[src/rtl/arm_alu_reg_if.sv]
// Operand/flag bus between the execute-stage operand muxes and the registered ALU.
// The master drives operands and samples results; the slave is the ALU itself.
interface arm_alu_reg_if;
   logic [31:0] i_op1;
   logic [31:0] i_op2;
   logic [3:0]  i_nzcv;
   logic [3:0]  i_opcode;
   logic        i_shift_carry;
   logic [31:0] o_result;
   logic [3:0]  o_nzcv;

   modport master (
      output i_op1, i_op2, i_nzcv, i_opcode, i_shift_carry,
      input  o_result, o_nzcv
   );

   modport slave (
      input  i_op1, i_op2, i_nzcv, i_opcode, i_shift_carry,
      output o_result, o_nzcv
   );
endinterface

[src/rtl/arm_alu_reg.sv]
// ARMv4 data-processing ALU with registered result and NZCV flags.
// No handshake: one operation is captured on every rising edge.
module arm_alu_reg (
   input  logic          i_clk,
   input  logic          i_rst_n,
   arm_alu_reg_if.slave  bus
);

   logic [31:0] w_a;
   logic [31:0] w_b;
   logic        w_cin;
   logic        w_arith;
   logic [32:0] w_sum;
   logic [31:0] w_result;
   logic [3:0]  w_nzcv;
   logic [31:0] r_result;
   logic [3:0]  r_nzcv;

   // Effective adder operands; subtracts feed the inverted operand.
   always_comb begin
      w_a     = bus.i_op1;
      w_b     = bus.i_op2;
      w_cin   = 1'b0;
      w_arith = 1'b0;
      case (bus.i_opcode)
         4'b0010, 4'b1010: begin
            w_b     = ~bus.i_op2;
            w_cin   = 1'b1;
            w_arith = 1'b1;
         end
         4'b0011: begin
            w_a     = bus.i_op2;
            w_b     = ~bus.i_op1;
            w_cin   = 1'b1;
            w_arith = 1'b1;
         end
         4'b0100, 4'b1011: w_arith = 1'b1;
         4'b0101: begin
            w_cin   = bus.i_nzcv[1];
            w_arith = 1'b1;
         end
         4'b0110: begin
            w_b     = ~bus.i_op2;
            w_cin   = bus.i_nzcv[1];
            w_arith = 1'b1;
         end
         4'b0111: begin
            w_a     = bus.i_op2;
            w_b     = ~bus.i_op1;
            w_cin   = bus.i_nzcv[1];
            w_arith = 1'b1;
         end
         default: ;
      endcase
   end

   assign w_sum = {1'b0, w_a} + {1'b0, w_b} + {32'd0, w_cin};

   always_comb begin
      w_result = w_sum[31:0];
      case (bus.i_opcode)
         4'b0000, 4'b1000: w_result = bus.i_op1 & bus.i_op2;
         4'b0001, 4'b1001: w_result = bus.i_op1 ^ bus.i_op2;
         4'b1100:          w_result = bus.i_op1 | bus.i_op2;
         4'b1101:          w_result = bus.i_op2;
         4'b1110:          w_result = bus.i_op1 & ~bus.i_op2;
         4'b1111:          w_result = ~bus.i_op2;
         default:          w_result = w_sum[31:0];
      endcase
   end

   // Logical ops take C from the shifter and leave V untouched.
   always_comb begin
      w_nzcv[3] = w_result[31];
      w_nzcv[2] = (w_result == 32'd0);
      w_nzcv[1] = bus.i_shift_carry;
      w_nzcv[0] = bus.i_nzcv[0];
      if (w_arith) begin
         w_nzcv[1] = w_sum[32];
         w_nzcv[0] = (w_a[31] == w_b[31]) && (w_result[31] != w_a[31]);
      end
   end

   always_ff @(posedge i_clk or negedge i_rst_n) begin
      if (!i_rst_n) begin
         r_result <= 32'd0;
         r_nzcv   <= 4'd0;
      end else begin
         r_result <= w_result;
         r_nzcv   <= w_nzcv;
      end
   end

   assign bus.o_result = r_result;
   assign bus.o_nzcv   = r_nzcv;

endmodule

[src/flat_wrapper.sv]
// flat-port wrapper written by rule: the top's interface ports become plain ports
module arm_alu_reg_flat 
  (i_clk, i_rst_n, bus_i_op1, bus_i_op2, bus_i_nzcv, bus_i_opcode, bus_i_shift_carry, bus_o_result, bus_o_nzcv);
  arm_alu_reg_if bus_i ();
  input  logic i_clk;
  input  logic i_rst_n;
  input wire logic [$bits(bus_i.i_op1)-1:0] bus_i_op1;
  input wire logic [$bits(bus_i.i_op2)-1:0] bus_i_op2;
  input wire logic [$bits(bus_i.i_nzcv)-1:0] bus_i_nzcv;
  input wire logic [$bits(bus_i.i_opcode)-1:0] bus_i_opcode;
  input wire logic [$bits(bus_i.i_shift_carry)-1:0] bus_i_shift_carry;
  output wire logic [$bits(bus_i.o_result)-1:0] bus_o_result;
  output wire logic [$bits(bus_i.o_nzcv)-1:0] bus_o_nzcv;
  assign bus_i.i_op1 = bus_i_op1;
  assign bus_i.i_op2 = bus_i_op2;
  assign bus_i.i_nzcv = bus_i_nzcv;
  assign bus_i.i_opcode = bus_i_opcode;
  assign bus_i.i_shift_carry = bus_i_shift_carry;
  assign bus_o_result = bus_i.o_result;
  assign bus_o_nzcv = bus_i.o_nzcv;
  arm_alu_reg u_core (.i_clk(i_clk), .i_rst_n(i_rst_n), .bus(bus_i));
endmodule
[config.mk]
export PLATFORM = sky130hd
export DESIGN_NAME = arm_alu_reg_flat
export DESIGN_NICKNAME = d
export VERILOG_FILES = /design/src/rtl/arm_alu_reg_if.sv /design/src/rtl/arm_alu_reg.sv /design/src/flat_wrapper.sv
export SDC_FILE = /design/constraint.sdc
export NUM_CORES = 1
export LEC_CHECK = 0
export ABC_AREA = 0
export CELL_PAD_IN_SITES_DETAIL_PLACEMENT = 1
export CELL_PAD_IN_SITES_GLOBAL_PLACEMENT = 2
export CORE_UTILIZATION = 32
export DETAILED_ROUTE_END_ITERATION = 10
export PLACE_DENSITY_LB_ADDON = 0.1
export SETUP_SLACK_MARGIN = 0.2
export SKIP_LAST_GASP = 1
export SLEW_MARGIN = 20
export SYNTH_ARGS = -nofsm -noshare
export SYNTH_HDL_FRONTEND = slang
export SYNTH_SLANG_ARGS = --single-unit
[constraint.sdc]
create_clock -name i_clk -period 1.59 [get_ports i_clk]
set_input_delay 0.2385 -clock i_clk [delete_from_list [all_inputs] [get_ports i_clk]]
set_output_delay 0.2385 -clock i_clk [all_outputs]
set_load 0.03 [all_outputs]
======== Word-level counts from Yosys, hierarchy flattened ========
Cells that the tools add are included.
W data, S select, Z words.
word-level totals
  flip-flop bits (word level) ............. 36
  latch bits .............................. 0
  RAM bits ................................ 0
  memory bits (read-only) ................. 0
  input port bits ......................... 75
  output and inout bits ................... 36
  memories kept ........................... 0
cells by class
  add/sub/neg operators ................... 2
  multipliers ............................. 0
  div/mod/pow operators ................... 0
  magnitude comparators ................... 0
  eq/ne operators ......................... 17
  shifts and indexed selects .............. 0
  mux-type cells .......................... 6
  bitwise gates (word level) .............. 6
  reduce and logical (&&, ||, !) cells .... 10
operators by type and width
  operator              count
  $pmux W32 S6          1
  $and A32 B32 Y32      2
  $not A32 Y32          2
  $pmux W32 S2          1
  $add A32 B32 Y33      1
  $add A33 B1 Y33       1
  $eq A4 B4 Y1 const B  8
  $logic_not A32 Y1     1
  $mux W32              1
  $or A32 B32 Y32       1
  $xor A32 B32 Y32      1
  $eq A4 B3 Y1 const B  4
  $reduce_or A3 Y1      3
  $eq A4 B2 Y1 const B  2
  $reduce_or A8 Y1      1
  $reduce_or A2 Y1      3
  $eq A4 B1 Y1 const B  1
  $logic_not A4 Y1      1
  $mux W2               1
  $pmux W1 S2           1
  $eq A1 B1 Y1          1
  $logic_and A1 B1 Y1   1
  $mux W1               1
  $ne A1 B1 Y1          1

======== Depth between registers and ports, before layout ========
Gate-level depths: netlist (run 1).
  depth after elaboration ................. 9
  depth in mapped cells ................... 24
  gate-level depth less buffers ........... 19

======== Worst setup path before layout (run 1) ========
OpenSTA, ideal clock, no wires.
  path type ............................... input -> register
  start point ............................. in bus_i_opcode[0]
  end point ............................... reg u_core.r_nzcv[2] (netlist: u_core.bus.o_nzcv[2])
  data arrival time ....................... 5,014 ps
  path slack .............................. -3,524 ps
  stages on the path ...................... 24
  cells stage by stage .................... buf_2 > buf_2 > buf_2 > clkbuf_1 > buf_2 > buf_2 > nand3_1 > clkbuf_1 > buf_1 > nand2_1 > o21ai_0 > fa_1 > inv_1 > fa_1 > nor2b_1 > o21a_1 > or3_1 > a32o_1 > or4_1 > nor4_2 > nor4b_2 > and4b_1 > nand4bb_1 > nor4bb_1
on the way
  cells in the longest elaborated chain, start to end .. 7
  elaborated cells on any way between the ends .. 27
RTL lines
  element                                                                       RTL line            RTL
  start: declaration                                                            flat_wrapper.sv:10  input wire logic [$bits(bus_i.i_opcode)-1:0] bus_i_opcode;
  $eq A4 B2 Y1 (tied with other cells)                                          arm_alu_reg.sv:25   case (bus.i_opcode)
  $reduce_or A3 Y1 (no source line) / $reduce_or A2 Y1 (equally long branches)  -
  $pmux W32 S2 / $mux W32 (equally long branches)                               arm_alu_reg.sv:25
  $add A32 B32 Y33                                                              arm_alu_reg.sv:57   assign w_sum = {1'b0, w_a} + {1'b0, w_b} + {32'd0, w_cin};
  $add A33 B1 Y33                                                               arm_alu_reg.sv:57
  $pmux W32 S6 *                                                                arm_alu_reg.sv:61   case (bus.i_opcode)
  via u_core.w_result[4]                                                        arm_alu_reg.sv:14   logic [31:0] w_result;
  $logic_not A32 Y1 *                                                           arm_alu_reg.sv:75   w_nzcv[2] = (w_result == 32'd0);
  via u_core.w_nzcv[2]                                                          arm_alu_reg.sv:15   logic [3:0] w_nzcv;
  end signal: assignment                                                        arm_alu_reg.sv:90   r_nzcv <= w_nzcv;
  end: declaration                                                              arm_alu_reg.sv:17   logic [3:0] r_nzcv;
The timed path passes the listed nets; every way through them passes the cells marked *.

======== Final worst setup path (run 1) ========
  start point ............................. in bus_i_opcode[3]
  end point ............................... reg u_core.r_nzcv[2] (netlist: u_core.bus.o_nzcv[2])
Same word-level chain as after synthesis.

==> results of run 1 <==
[logic make-up (layout without fill, tap and decap cells)]
| kind of cell | Yosys count | after routing | synth area share (%) |
|---|---|---|---|
| adder cells (fa/ha/maj) | 65 | 65 | 13.9 |
| buffers and inverters | 128 | 495 | 8.69 |
| AND/OR/NAND/NOR | 259 | 259 | 19.6 |
| XOR/XNOR | 44 | 44 | 6.48 |
| multiplexers | 2 | 2 | 0.337 |
| flip-flops | 35 | 35 | 14.7 |
| AO/OA/AOI/OAI | 346 | 346 | 36.2 |
[power by group through the flow]
stage / combinational (mW) / clock, mW / sequential, mW
floorplan: 1.91 / 0 / 1.55
global placement: 4.58 / 0 / 1.15
detailed placement: 4.70 / 0 / 1.16
CTS: 5.01 / 1.21 / 1.13
global route: 5.77 / 1.23 / 1.15
finish: 5.43 / 1.17 / 1.13
[routing by layer]
layer / track usage (%) / vias to the layer above / wire [um]
met4: 15.0 / 0 / 1260
met3: 4.30 / 84 / 1480
li1: - / 3920 / -
met5: 0 / - / 0
met2: 58.6 / 289 / 16100
met1: 42.2 / 4251 / 14200
[critical path, stage by stage]
cell and delay (ps):
buf_6 90, and2_4 160, nor3_4 220, o21bai_4 180, nand2_2 80, o21ai_2 80, o21ai_2 90, fa_2 390
inv_2 70, fa_2 230, nor2b_4 50, o21a_1 180, or3_1 310, a32o_2 290, or4_4 510, nor4_4 140
nor4b_4 300, and4b_1 310, nand4bb_1 160, nor4bb_2 300
[layout make-up]
type | count | area, sq um | share of cell area [%]
clock buffers | 6 | 129 | 1.25
flip-flops and latches | 35 | 876 | 8.49
multi-input cells | 716 | 5230 | 50.7
clock inverters | 1 | 30.0 | 0.291
well taps | 229 | 287 | 2.78
inverters | 74 | 278 | 2.69
repair buffers | 414 | 3490 | 33.8
[repair_timing]
item,in CTS,in global routing
hold buffers,1,0
setup buffers,20,13
hold endpoints to repair,16,0
gates resized for setup,127,60
endpoints found under the setup margin,71,35
pin swaps,35,40
[worst paths after layout]
check | slack, ps | to
min in group i_clk | 540 | u_core.bus.o_nzcv[1]$_DFF_PN0_
hold / removal | 450 | u_core.bus.o_nzcv[1]$_DFF_PN0_
max in group asynchronous | 640 | u_core.bus.o_result[20]$_DFF_PN0_
setup / recovery | -2580 | u_core.bus.o_nzcv[2]$_DFF_PN0_
[layout by cell type, fill, tap and decap left out, types with 6 or more instances in the layout]
cell type	instances
xor2_1	20
a22oi_1	11
dlygate4sd2_1	38
inv_1	71
a211oi_1	6
a21o_1	8
nand2_1	128
nand3_1	13
a21oi_2	18
o21ai_2	12
a21oi_1	41
dfrtp_1	35
clkdlybuf4s50_1	65
o21a_1	10
buf_12	9
buf_4	283
o31ai_1	6
nand4_1	8
xnor2_1	17
buf_6	14
a31oi_1	11
nor2_1	44
o221ai_1	6
ha_1	62
o21ai_0	110
nor3_1	11
o21ai_1	23
nor2b_1	6
[metrics by stage]
step | hold WS [ps] | power [mW] | std cells
finish | 454 | 7.74 | 1475
global route | 481 | 8.15 | 1475
CTS | 451 | 7.35 | 1462
detailed placement | 226 | 5.86 | 1434
global placement | 221 | 5.73 | 1434
floorplan | -57.1 | 3.46 | 879
[registers in the layout, indices dropped and copies added (netlist names)]
| signal | count |
|---|---|
| u_core.bus.o_nzcv | 4 |
| u_core.bus.o_result | 31 |
==> impl_metrics.json, run 1 <==
{
  "required_ps": 1800,
  "drive_gt1_share_pct": 34.4,
  "viasPerCell": 5.79,
  "drc_errors": 18,
  "area.growth.synth_to_final_pct": 73.4,
  "fin_ws_ps": -2580,
  "rsz0062_at_grt": "yes",
  "post-route-util_pct": 57.0,
  "fin_area_sq_um": 10300,
  "cts_buffers": 5,
  "diodes": 0,
  "crit_path_start_kind": "input port",
  "clock-sinks": 35,
  "drt_wl_total_um": 33000,
  "powerDensity_nw_per_um2": 750,
  "combPwrFrac_pct": 70.2,
  "violations": "design-rule violations, negative setup slack",
  "netlist_instances": 879,
  "synth_top_area_share_pct": 14.7,
  "synth_cell_types": 72,
  "vias": 8544,
  "n_fill_cell": 2265,
  "clockRootBuffer": "clkbuf_16",
  "finalHoldViolCount": 0,
  "clock.fmax_mhz": 240,
  "grt_max_degree": 56,
  "switching_share_pct": 44.5,
  "yosys.area.top_type": "dfrtp_1",
  "synth.net_count": 1019,
  "yosysSeqAreaShare_pct": 14.7,
  "crit_start": "bus_i_opcode[3]",
  "overflow": 0,
  "worst_pin_slew_ps": 958,
  "gp_congestion": 0.973,
  "placed_area_sq_um": 9320,
  "hp-class": "input port to asynchronous set/reset pin",
  "start_util_pct": 32.9,
  "setup_violations": 35,
  "ant_nets": 0,
  "avgRoutedWirePerCell_um": 22.4,
  "die_y_um": 138,
  "status": "finished, violations left",
  "hpwl_um": 24100,
  "grt_pass1_vias": 8906,
  "die_area_sq_um": 19100,
  "synthArstFlopShare_pct": 100,
  "cellLeakagePower_nw": 4.80,
  "post-route-period-util_pct": 262,
  "synth_area_sq_um": 5950,
  "drv_cap": 0,
  "maxSlewViolCount": 0,
  "grt_pass1_wl_um": 50100,
  "synth_edf_count": 0,
  "syn_avg_cell_area_sq_um": 6.77,
  "rows": 49,
  "ir_drop_v": 0.000431,
  "yosys_warnings": 0,
  "intPower_mw": 4.30,
  "critPathMaxFanout": 2,
  "fin_nets": 1386,
  "synth_area_leaders": "dfrtp_1, ha_1, o21ai_0, nand2_1, a21oi_1",
  "arrival_ps": 4380,
  "io_buffer_count": 108,
  "max_slew_margin_pct": 36.1,
  "antenna_found_initial": 0,
  "cts_tree": "done",
  "yosys-top-cells-count": "o21ai_0, nand2_1, inv_1",
  "synth_ff_type": "dfrtp_1",
  "end_kind": "register",
  "yosysMostFrequentCell": "o21ai_0",
  "fin_tns_setup_ps": -58140,
  "ys_ff_latch": 35,
  "path_clk_slew_ps": 60,
  "io_pins": 111,
  "grt_util_all_layers_pct": 33.9,
  "h-tree-depth": 2,
  "clkPwrFrac_pct": 15.2,
  "p_seq_share_pct": 14.6,
  "clockBufferDepth": 2,
  "drt_iter0_drc": 438,
  "coreArea_sq_um": 18100,
  "die_w_um": 138,
  "p_switching_mw": 3.44,
  "period_needed_ps": 4170,
  "worstSetupPathType": "input port to register",
  "dr.pass1.iters": 8,
  "place_ws_ps": -3190
}
(Power assumes the default switching activity.)
==> run 2, diff against run 1 <==
--- a/config.mk
+++ b/config.mk
@@ -6,6 +6,7 @@
 export NUM_CORES = 1
 export LEC_CHECK = 0
 export ABC_AREA = 0
+export CAP_MARGIN = 10
 export CELL_PAD_IN_SITES_DETAIL_PLACEMENT = 1
 export CELL_PAD_IN_SITES_GLOBAL_PLACEMENT = 2
 export CORE_UTILIZATION = 32
==> results of run 2 <==
Same layout as run 1: the final DEF is identical, and so are final timing and power.
